File: src/rtl/task_dispatcher.sv
// task_dispatcher: scans per-task ready words one slot per cycle, dispatches the
// highest-priority ready task with an Execute op, holds it for a time slice (or
// until the task drops its ready word), then issues a Finish op and rescans.
// Optional macro TASK_DISPATCHER_AGING_EN adds per-slot 3-bit starvation
// counters; a slot that has lost seven completed scans wins the next one.
module task_dispatcher #(
    parameter int unsigned N_TASKS      = 4,
    parameter int unsigned TIMESLICE    = 16,
    parameter int unsigned SCAN_RESTART = 1
) (
    input  logic                 CLK,
    input  logic                 RST,
    input  logic [8*N_TASKS-1:0] in_tasks,
    output logic [15:0]          out_op,
    output logic                 op_valid,
    output logic [3:0]           cur_task,
    output logic                 busy
);

    localparam int unsigned IDX_W = $clog2(N_TASKS);
    localparam int unsigned CNT_W = $clog2(TIMESLICE);
    localparam int unsigned RST_W = $clog2(SCAN_RESTART + 1);

    localparam logic [3:0] OP_EXEC = 4'b0111;
    localparam logic [3:0] OP_FIN  = 4'b1111;

    typedef enum logic [2:0] {
        S_SCAN     = 3'd0,
        S_WAIT     = 3'd1,
        S_DISPATCH = 3'd2,
        S_RUN      = 3'd3,
        S_RETIRE   = 3'd4
    } state_t;

    state_t             state;
    logic [IDX_W-1:0]   scan_idx;
    logic [IDX_W-1:0]   best_idx;
    logic               best_valid;
    logic [IDX_W-1:0]   run_idx;
    logic [CNT_W-1:0]   slice_cnt;
    logic [RST_W-1:0]   wait_cnt;

    logic [7:0]         cur_word;
    logic [7:0]         best_word;
    logic [7:0]         run_word;
    logic               cand;
    logic               take;
    logic               last_scan;
    logic               fin_valid;
    logic [IDX_W-1:0]   fin_idx;
    logic [7:0]         fin_word;

    // Slot words at the scan pointer, the latched best and the running task
    always_comb begin
        cur_word  = 8'h00;
        best_word = 8'h00;
        run_word  = 8'h00;
        for (int unsigned k = 0; k < N_TASKS; k++) begin
            if (scan_idx == IDX_W'(k)) cur_word  = in_tasks[8*k +: 8];
            if (best_idx == IDX_W'(k)) best_word = in_tasks[8*k +: 8];
            if (run_idx  == IDX_W'(k)) run_word  = in_tasks[8*k +: 8];
        end
    end

    assign cand      = (cur_word != 8'h00);
    assign last_scan = (state == S_SCAN) && (scan_idx == IDX_W'(N_TASKS - 1));
    assign fin_valid = best_valid || take;
    assign fin_idx   = take ? scan_idx : best_idx;
    assign fin_word  = take ? cur_word : best_word;

`ifdef TASK_DISPATCHER_AGING_EN
    logic [2:0]         skip_cnt [N_TASKS];
    logic               best_aged;
    logic [N_TASKS-1:0] cand_seen;
    logic [N_TASKS-1:0] seen_all;
    logic               cur_aged;

    // Starvation state of the slot under the scan pointer, and all candidates of this scan
    always_comb begin
        cur_aged = 1'b0;
        seen_all = cand_seen;
        for (int unsigned k = 0; k < N_TASKS; k++) begin
            if (scan_idx == IDX_W'(k)) begin
                cur_aged = (skip_cnt[k] == 3'd7);
                if (cand) seen_all[k] = 1'b1;
            end
        end
    end

    // An aged candidate beats any non-aged best; among aged slots the first found wins
    assign take = cand && (!best_valid ||
                           (!best_aged && (cur_aged || (cur_word[3:0] > best_word[3:0]))));

    // Skip counters: losers of a completed scan age, the dispatched winner clears
    always_ff @(posedge CLK or posedge RST) begin
        if (RST) begin
            best_aged <= 1'b0;
            cand_seen <= '0;
            for (int unsigned k = 0; k < N_TASKS; k++) skip_cnt[k] <= 3'd0;
        end else if (state == S_SCAN) begin
            if (last_scan) begin
                best_aged <= 1'b0;
                cand_seen <= '0;
                if (fin_valid) begin
                    for (int unsigned k = 0; k < N_TASKS; k++) begin
                        if (fin_idx == IDX_W'(k))
                            skip_cnt[k] <= 3'd0;
                        else if (seen_all[k] && (skip_cnt[k] != 3'd7))
                            skip_cnt[k] <= skip_cnt[k] + 3'd1;
                    end
                end
            end else begin
                cand_seen <= seen_all;
                if (take) best_aged <= cur_aged;
            end
        end
    end
`else
    // Strict priority: only a strictly higher prio replaces the best, so ties keep the lower index
    assign take = cand && (!best_valid || (cur_word[3:0] > best_word[3:0]));
`endif

    // Main controller: scan, dispatch, run the slice, retire
    always_ff @(posedge CLK or posedge RST) begin
        if (RST) begin
            state      <= S_SCAN;
            scan_idx   <= '0;
            best_idx   <= '0;
            best_valid <= 1'b0;
            run_idx    <= '0;
            slice_cnt  <= '0;
            wait_cnt   <= '0;
            out_op     <= 16'h0000;
            op_valid   <= 1'b0;
            cur_task   <= 4'h0;
            busy       <= 1'b0;
        end else begin
            op_valid <= 1'b0;
            case (state)
                S_SCAN: begin
                    if (take) begin
                        best_idx   <= scan_idx;
                        best_valid <= 1'b1;
                    end
                    if (last_scan) begin
                        scan_idx   <= '0;
                        best_valid <= 1'b0;
                        if (fin_valid) begin
                            state    <= S_DISPATCH;
                            run_idx  <= fin_idx;
                            cur_task <= fin_word[7:4];
                            out_op   <= {4'h0, fin_word[7:4], OP_EXEC, 4'h0};
                            op_valid <= 1'b1;
                            busy     <= 1'b1;
                        end else begin
                            state    <= S_WAIT;
                            wait_cnt <= RST_W'(SCAN_RESTART - 1);
                        end
                    end else begin
                        scan_idx <= scan_idx + 1'b1;
                    end
                end
                S_WAIT: begin
                    if (wait_cnt == '0) state <= S_SCAN;
                    else                wait_cnt <= wait_cnt - 1'b1;
                end
                S_DISPATCH: begin
                    slice_cnt <= CNT_W'(TIMESLICE - 1);
                    state     <= S_RUN;
                end
                S_RUN: begin
                    // Slice expiry and task withdrawal share one exit, so only one Finish
                    if ((slice_cnt == '0) || (run_word == 8'h00)) begin
                        state    <= S_RETIRE;
                        out_op   <= {4'h0, cur_task, OP_FIN, 4'h0};
                        op_valid <= 1'b1;
                    end else begin
                        slice_cnt <= slice_cnt - 1'b1;
                    end
                end
                S_RETIRE: begin
                    cur_task <= 4'h0;
                    busy     <= 1'b0;
                    state    <= S_SCAN;
                end
                default: state <= S_SCAN;
            endcase
        end
    end

endmodule

File: config.mk
export PLATFORM = sky130hd
export DESIGN_NAME = task_dispatcher
export DESIGN_NICKNAME = d
export VERILOG_FILES = /design/src/rtl/task_dispatcher.sv
export SDC_FILE = /design/constraint.sdc
export NUM_CORES = 1
export LEC_CHECK = 0
export BUFFER_PORTS_ARGS = -buffer_cell sky130_fd_sc_hd__buf_2
export CORE_MARGIN = 10
export CORE_UTILIZATION = 35
export DETAILED_ROUTE_END_ITERATION = 6
export SLEW_MARGIN = 15
export SYNTH_ARGS = -nofsm -noshare
export SYNTH_HDL_FRONTEND = slang
export SYNTH_SLANG_ARGS = --single-unit
export TNS_END_PERCENT = 100
File: constraint.sdc
create_clock -name CLK -period 9.2 [get_ports CLK]
set_input_delay 0.46 -clock CLK [delete_from_list [all_inputs] [get_ports CLK]]
set_output_delay 0.46 -clock CLK [all_outputs]
set_load 0.01 [all_outputs]
==> summary.txt, run 1 <==
Status: completed
Setup TNS: 0 ns
Clock buffer count from CTS: 3
Most frequent CP cell: ha_1
CTS Hold Buffers Added: 0
#FFs+latches synth: 26
Initial Util: 0.363
HPWL after detailed placement: 4.48 mm
Total die area: 9220 um^2
Clock Sinks: 26
Setup Skew: 0.00209 ns
EDFF count, synth: 0
Final nets: 299
Non-filler cells, final: 326
Register area share after synthesis: 0.322
Worst slew pin tran: 0.961 ns
Drt via density: 5.50
Worst r2r path cells: 12
Largest net degree at the start of global routing: 27
CTS clk-pin slew, worst paths: 0.09 ns
Max-Cap Viols: 0
Post-route ant nets: 0
FP Rows: 27
Synth Warn #: 0
CP Depth: 12
Max Freq: 289 MHz
Slowest stage cell, crit path: nor2b_1
IO Pins: 56
Slew Limit Fails: 0
Wire length per cell: 16.8 um
Crit path buf inv count: 1
Synth Cell Area: 2020 um^2
Vias in the first global route: 1,864
Number of distinct library cells after synthesis: 49
RSZ-0062 raised after global routing: no
Finished Core Util: 0.415
Clock buffer depth: 2
Syn-to-layout area delta: 14.2%
Final setup vio count: 0
Crit path max-delay family: simple AND/OR/NAND/NOR gates
Setup crit end kind: register
Final WL: 5.47 mm
CP startpoint kind: register
Initial antenna violation count: 0
Max stage delay on crit path: 0.47 ns
Final period demand of the worst path: 3.46 ns
CP cell instances: inv_1, ha_1, nor2b_1, a221oi_1, or2_2, ha_1, nand4_1, o21ai_0, a22oi_1, nand2_2, nor2_1, mux2_2
GR Overflow Total: 0
Share of async-settable or async-resettable flops after synthesis: 1.00
DRC: 0
Design Area, Final: 2310 um^2
Period Utilization, post-route: 0.376
Placed inst area: 2260 um^2
Clk Latency, worst-skew pair: 0.27 ns
DRT iter0 DRCs: 133
RePlAce Congestion: 0.880
Post-CTS Setup Repair Bufs: 0
Drt pass-1 iters: 4
DIE WIDTH: 96.0 um
Die outline height: 96.0 um
First-pass GRT wire length: 8.98 mm
GRT Overall Usage: 0.119
WP data arrival: 3.61 ns
Fillers: 560
Via count: 1,793
WP data required: 9.36 ns
Final hold vios: 0
Post-Syn Area per Cell: 9.45 um^2
Main flop type after synthesis: dfrtp_1
CTS Root Buffer Type: clkbuf_8
Placeable Area: 5570 um^2
ANT cells: 0
VDD IR max: 0.141 mV
Share of cells above drive strength 1: 0.291
Worst hold path type: in -> async
Largest fanout on the critical path: 10
Pleak: 1.03 nW
Worst slew margin: 0.359
TritonCTS clock tree: done
Inst Count DP: 322
H-tree depth: 1
IO buf count: 47
Pwr dens: 383 nW/um^2
WS Path Type: reg -> reg
Cells after Synth: 214
Post-CTS resize count: 0
## cells by family after synthesis
family / Yosys count / synth area share
AOI/OAI and AO/OA: 49 / 0.186
adders and majority gates: 10 / 0.0618
buffers and inverters: 30 / 0.0810
DFF: 26 / 0.322
muxes: 15 / 0.127
other: 1 / 0.00185
and+or+nand+nor: 83 / 0.221
## report_power, final
group | internal [mW] | switching [mW]
logic | 0.265 | 0.332
registers | 0.160 | 0.0566
clock network | 0.0382 | 0.0341
## worst reg2reg max path: stages (launching register included)
cell	delay, ns
dfrtp_1	0.42
inv_1	0.10
ha_1	0.32
nor2b_1	0.47
a221oi_1	0.20
or2_2	0.31
ha_1	0.30
nand4_1	0.09
o21ai_0	0.11
a22oi_1	0.31
nand2_2	0.19
nor2_1	0.19
mux2_2	0.35
## flip-flops by register name, indices dropped and copies added (netlist names)
register	flops
run_idx	2
best_idx	2
state	3
best_valid	1
out_op	6
cur_task	4
op_valid	1
slice_cnt	4
scan_idx	2
busy	1
## through the flow
| stage | total power, mW | hold WS, ns | worst slack, ns |
|---|---|---|---|
| global placement | 0.815 | 0.456 | 5.81 |
| detailed placement | 0.816 | 0.461 | 5.81 |
| finish | 0.886 | 0.398 | 5.74 |
| floorplan | 0.686 | 0.447 | 6.24 |
| global route | 0.981 | 0.477 | 5.34 |
| CTS | 0.890 | 0.451 | 5.80 |
## worst paths after layout
kind                       slack, ns          end         from
hold / removal                  0.40   out_op[10]          RST
setup / recovery                5.74  best_idx[1]  scan_idx[1]
hold reg to reg                 0.48         busy         busy
min in group CLK                0.48         busy         busy
setup reg to reg                5.74  best_idx[1]  scan_idx[1]
max in group asynchronous       8.22   run_idx[1]          RST
## synthesized netlist by cell type, drive strengths merged (3+ instances only)
master,n,area share
nor4,5,0.015
o31ai,5,0.021
inv,12,0.022
nor3,11,0.027
dfrtp,26,0.32
mux2,6,0.033
o21ai,6,0.015
mux4,8,0.089
clkbuf,3,0.0056
nand2,13,0.025
ha,10,0.062
nor2b,5,0.015
a21oi,7,0.017
a221oi,11,0.060
nor3b,3,0.011
nor4b,5,0.022
nor2,26,0.052
buf,15,0.053
or2,3,0.0093
o22ai,10,0.031
## placed cells by master (no fill, tap or decap), types with 5 or more instances in the layout
cell | Yosys | routed
ha_1 | 10 | 10
a221oi_1 | 7 | 7
conb_1 | 1 | 8
nand2_1 | 12 | 12
a21oi_1 | 7 | 7
nor3_1 | 11 | 11
nor2b_1 | 5 | 5
inv_1 | 12 | 12
nor4b_1 | 5 | 5
buf_2 | 2 | 47
mux4_2 | 8 | 8
nor4_1 | 5 | 5
nor2_1 | 25 | 25
o21ai_0 | 6 | 6
dfrtp_1 | 26 | 26
o22ai_1 | 10 | 10
## layout make-up
cell class	instances	area, um^2	area share
Multi-Input combinational cell	165	1230	0.534
Sequential cell	26	651	0.282
Clock buffer	4	55.1	0.0238
Inverter	12	45.0	0.0195
Tap cell	72	90.1	0.0390
Timing Repair Buffer	47	235	0.102
## routing by layer
metal	up-vias	share of wire	track usage
met4	0	0.0064	0.0295
met3	4	0.069	0.0311
met2	57	0.51	0.209
li1	869	-	-
met5	-	0	0
met1	863	0.41	0.140
Note: power is estimated with default switching activity, not from simulation.
==> run 2, diff against run 1 <==
==> constraint.sdc (replaced) <==
create_clock -name CLK -period 3.2 [get_ports CLK]
set_input_delay 0.16 -clock CLK [delete_from_list [all_inputs] [get_ports CLK]]
set_output_delay 0.16 -clock CLK [all_outputs]
set_load 0.01 [all_outputs]
==> run 2 against run 1 <==
- largest power group unchanged
- clock skew up 0.0064 ns
- global-route usage up 0.77 points
- highest routed layer unchanged
- worst setup slack worse by 5.5 ns
==> summary.txt, run 2 (same netlist as run 1, synthesis figures left out) <==
Drt pass-1 iters: 4
Clock buffer depth: 2
Final period demand of the worst path: 2.99 ns
Design Area, Final: 2490 um^2
Final nets: 309
Worst setup path start: scan_idx[0]
CTS clk-pin slew, worst paths: 0.09 ns
Status: completed
Vias in the first global route: 1,897
DRT iter0 DRCs: 137
R2r setup slk: 0.21 ns
VDD IR max: 0.485 mV
IO buf count: 47
Reg-to-reg endpoint: out_op[9]
Initial Util: 0.363
Crit path to: out_op[9]
Post-route ant nets: 0
ANT cells: 0
CP cell instances: ha_1, inv_1, o22ai_1, or2_2, ha_1, nand4_1, o21ai_0, a22o_2, nor3_4, inv_1, a221oi_2, mux2_1
Worst hold path type: in -> async
Total die area: 9220 um^2
Worst hold margin: 0.111 ns
Largest fanout on the critical path: 9
Die outline height: 96.0 um
Via count: 1,866
Final WL: 5.73 mm
TritonCTS clock tree: done
Slew Limit Fails: 0
Setup Skew: 0.00846 ns
Crit path max-delay family: compound AO/OA/AOI/OAI gates
Final setup vio count: 0
First-pass GRT wire length: 9.50 mm
Worst r2r path cells: 12
Wire length per cell: 17.1 um
Largest net degree at the start of global routing: 27
CTS Hold Buffers Added: 0
WP data arrival: 3.21 ns
Worst slew margin: 0.330
DIE WIDTH: 96.0 um
CTS Root Buffer Type: clkbuf_8
Biggest register: out_op
Clock buffer count from CTS: 3
Initial antenna violation count: 0
Crit path buf inv count: 2
IO Pins: 56
DRC: 0
WP data required: 3.42 ns
Slowest stage cell, crit path: dfrtp_1
Drt via density: 5.55
HPWL after detailed placement: 4.63 mm
Pwr dens: 1180 nW/um^2
Syn-to-layout area delta: 23.3%
Share of cells above drive strength 1: 0.386
GR Overflow Total: 0
FP Rows: 27
Max Freq: 335 MHz
Clk Latency, worst-skew pair: 0.27 ns
Worst reg2reg path startpoint: scan_idx[0]
Max stage delay on crit path: 0.43 ns
Setup TNS: 0 ns
Setup crit end kind: register
RePlAce Congestion: 0.902
Max-Cap Viols: 0
Commonest non-fill, non-tap cell in the layout: buf_2
Pleak: 1.11 nW
WS Path Type: reg -> reg
Final hold vios: 0
Worst slew pin tran: 1.00 ns
H-tree depth: 1
Max reg flops: 6
Period Utilization, post-route: 0.934
Placeable Area: 5570 um^2
CP Depth: 12
Most frequent cells in the layout: 47 x buf_2, 26 x dfrtp_1, 21 x nor2_1, 12 x inv_1, 12 x nand2_1
Placed inst area: 2320 um^2
Clock Sinks: 26
CP startpoint kind: register
GRT Overall Usage: 0.126
Top Registers: out_op: 6 flops, cur_task: 4 flops, slice_cnt: 4 flops
run 2: what timing repair did:
item,CTS,global route
setup endpoints to repair,3,13
gates cloned,0,0
resized for setup,1,21
buffers inserted,0,1
pin swaps,0,1
run 2: worst min path at each step:
stage	start	end	slack (ns)	cells after the start
after detailed placement	RST	slice_cnt[3]	0.46	2
after global routing	RST	out_op[6]	0.20	2
final	RST	state[2]	0.11	2
after CTS	RST	slice_cnt[2]	0.15	2
after global placement	RST	slice_cnt[2]	0.45	2
after floorplan	RST	best_idx[0]	0.20	1
run 2: per-stage QoR:
| stage | instances | setup WS (ns) | power (mW) | util |
|---|---|---|---|---|
| floorplan | 221 | 0.243 | 1.97 | - |
| detailed placement | 331 | -0.0135 | 2.44 | 0.417 |
| global placement | 331 | 0.0659 | 2.44 | 0.417 |
| CTS | 335 | 0.00882 | 2.73 | 0.431 |
| global route | 336 | -0.0108 | 3.23 | 0.447 |
| finish | 336 | 0.212 | 2.95 | 0.447 |
run 2: layer usage:
layer / wire (um) / vias to the layer above / global-route usage
li1: - / 890 / -
met4: 51 / 0 / 0.0209
met2: 2900 / 62 / 0.219
met5: 0 / - / 0
met1: 2370 / 910 / 0.161
met3: 409 / 4 / 0.0233
run 2: layout make-up:
cell class	count	area (um^2)
clock inverter	1	30.0
clock buffer	3	41.3
multi-input combinational	165	1330
fill	544	3080
tap	72	90.1
sequential	26	651
timing repair buffer	57	310
inverter	12	45.0
run 2: power by group:
group          switching, mW  internal [mW]  total [mW]
combinational           1.11          0.947        2.05
clock                  0.104          0.167       0.271
sequential             0.164          0.461       0.625
==> run 3, diff against run 2 <==
--- a/config.mk
+++ b/config.mk
@@ -6,9 +6,12 @@
 export NUM_CORES = 1
 export LEC_CHECK = 0
 export BUFFER_PORTS_ARGS = -buffer_cell sky130_fd_sc_hd__buf_2
+export CELL_PAD_IN_SITES_DETAIL_PLACEMENT = 0
+export CELL_PAD_IN_SITES_GLOBAL_PLACEMENT = 1
 export CORE_MARGIN = 10
 export CORE_UTILIZATION = 35
 export DETAILED_ROUTE_END_ITERATION = 6
+export PLACE_DENSITY_LB_ADDON = 0.1
 export SLEW_MARGIN = 15
 export SYNTH_ARGS = -nofsm -noshare
 export SYNTH_HDL_FRONTEND = slang
==> run 3 against run 2 <==
- the flow now finishes with violations (hold timing)
- clock skew shrank 0.0053 ns
- power grew 6.2%
- critical path depth grew 3
- die area is the same
- final area grew 4.1%
- maximum frequency shrank 2.2%
- worst hold slack lost 0.14 ns
- final cell count grew 3.0%
- highest routed layer unchanged
==> summary.txt, run 3 (same netlist as run 1, synthesis figures left out) <==
Status: finished, violations left
Failing checks: hold timing
Placeable Area: 5570 um^2
Share of cells above drive strength 1: 0.420
Worst slew margin: 0.363
Setup Skew: 0.00312 ns
Total die area: 9220 um^2
Commonest non-fill, non-tap cell in the layout: buf_2
Via count: 1,965
Initial Util: 0.363
DIE WIDTH: 96.0 um
DRC: 0
Worst hold margin: -0.0255 ns
H-tree depth: 1
Drt pass-1 iters: 5
Post-route ant nets: 0
CTS clk-pin slew, worst paths: 0.09 ns
Wire length per cell: 18.1 um
Placed inst area: 2380 um^2
HPWL after detailed placement: 4.88 mm
GRT Overall Usage: 0.134
IO Pins: 56
Max reg flops: 6
Final period demand of the worst path: 3.06 ns
WP data required: 3.41 ns
Max-Cap Viols: 0
Worst slew pin tran: 0.950 ns
Drt via density: 5.68
Clk Latency, worst-skew pair: 0.27 ns
Period Utilization, post-route: 0.955
Final WL: 6.27 mm
Worst setup path start: scan_idx[0]
ANT cells: 0
IO buf count: 47
Pwr dens: 1210 nW/um^2
Largest net degree at the start of global routing: 27
Clock buffer depth: 2
R2r setup slk: 0.14 ns
Final setup vio count: 0
Setup crit end kind: register
GR Overflow Total: 0
Design Area, Final: 2590 um^2
CTS Root Buffer Type: clkbuf_8
Final nets: 319
Pleak: 1.14 nW
Syn-to-layout area delta: 28.3%
FP Rows: 27
First-pass GRT wire length: 9.98 mm
Reg-to-reg endpoint: out_op[8]
Die outline height: 96.0 um
WS Path Type: reg -> reg
Clock buffer count from CTS: 3
Final hold vios: 26
Max Freq: 327 MHz
Top Registers: out_op: 6 flops, cur_task: 4 flops, slice_cnt: 4 flops
WP data arrival: 3.27 ns
Initial antenna violation count: 0
Worst r2r path cells: 15
TritonCTS clock tree: done
Worst reg2reg path startpoint: scan_idx[0]
Vias in the first global route: 1,994
RePlAce Congestion: 0.836
CP startpoint kind: register
Clock Sinks: 26
DRT iter0 DRCs: 188
Biggest register: out_op
Most frequent cells in the layout: 47 x buf_2, 25 x dfrtp_1, 24 x nor2_1, 19 x buf_4, 12 x nand2_1
Worst hold path type: in -> async
Pwr Total: 3.13 mW
VDD IR max: 0.464 mV
Largest fanout on the critical path: 5
Slew Limit Fails: 0
## run 3: cell count changes in the layout (fill, tap and decap cells not counted), moves of 2 or more
cell / before / now
buf_4: 10 / 19
a221oi_2: 10 / 5
inv_1: 12 / 8
a221oi_4: 0 / 3
ha_1: 10 / 7
inv_2: 0 / 3
nor2_1: 21 / 24
nor2_2: 4 / 1
a221oi_1: 1 / 3
ha_4: 0 / 2
nor2b_1: 5 / 3
nor3_2: 0 / 2
nor3_4: 2 / 0
## run 3: worst max path at each step
stage | to | slack [ns] | cells after the start
2_1_floorplan | best_idx[0] | 0.24 | 14
3_3_place_gp | out_op[10] | 0.003 | 12
3_5_place_dp | out_op[11] | 0.01 | 12
4_1_cts | out_op[8] | 0.002 | 14
5_1_grt | out_op[8] | -0.04 | 15
6_report | out_op[8] | 0.14 | 15
## run 3: critical path, stage by stage, from the launching register on
cell and delay (ns):
dfrtp_1 0.43, inv_2 0.08, ha_1 0.22, nor2b_4 0.15, buf_4 0.16, a221oi_4 0.27, nor2_1 0.09, ha_1 0.31
nand4_1 0.09, o21ai_1 0.09, a22o_1 0.24, nor3_2 0.23, buf_4 0.15, inv_1 0.04, a221oi_2 0.27, mux2_4 0.19
## run 3: where the power goes
group / total (mW) / switching [mW] / internal, mW
combinational: 2.29 / 1.15 / 1.14
clock: 0.212 / 0.102 / 0.110
sequential: 0.626 / 0.164 / 0.462
total: 3.13 / 1.42 / 1.71
## run 3: final cells by class
class | instances | area (um^2)
inverter | 12 | 45.0
fill | 568 | 2980
sequential | 26 | 652
multi-input combinational | 165 | 1360
clock buffer | 4 | 55.1
tap | 72 | 90.1
timing repair buffer | 67 | 389
## run 3: repair_timing
| action | 4_1_cts | 5_1_grt |
|---|---|---|
| pin swaps | 0 | 5 |
| hold buffers | 0 | 0 |
| gates resized for setup | 3 | 28 |
| buffers inserted | 0 | 4 |
| endpoints found under the setup margin | 3 | 13 |
| cloned | 0 | 0 |
## run 3: stage by stage
stage | hold slack, ns | setup slack, ns | setup TNS [ns] | utilization | cells
final | -0.0255 | 0.145 | 0 | 0.466 | 346
after global routing | 0.0368 | -0.0409 | -0.0409 | 0.466 | 346
after CTS | 0.146 | 0.00160 | 0 | 0.439 | 342
after detailed placement | 0.445 | 0.0113 | 0 | 0.426 | 338
after global placement | 0.448 | 0.00289 | 0 | 0.426 | 338
after floorplan | 0.200 | 0.243 | 0 | - | 221
## run 3: per-layer routing
layer | up-vias | share of wire | GRT usage
met5 | - | 0 | 0
met4 | 0 | 0.017 | 0.0295
met2 | 97 | 0.51 | 0.230
met3 | 16 | 0.070 | 0.0280
li1 | 912 | - | -
met1 | 940 | 0.40 | 0.168
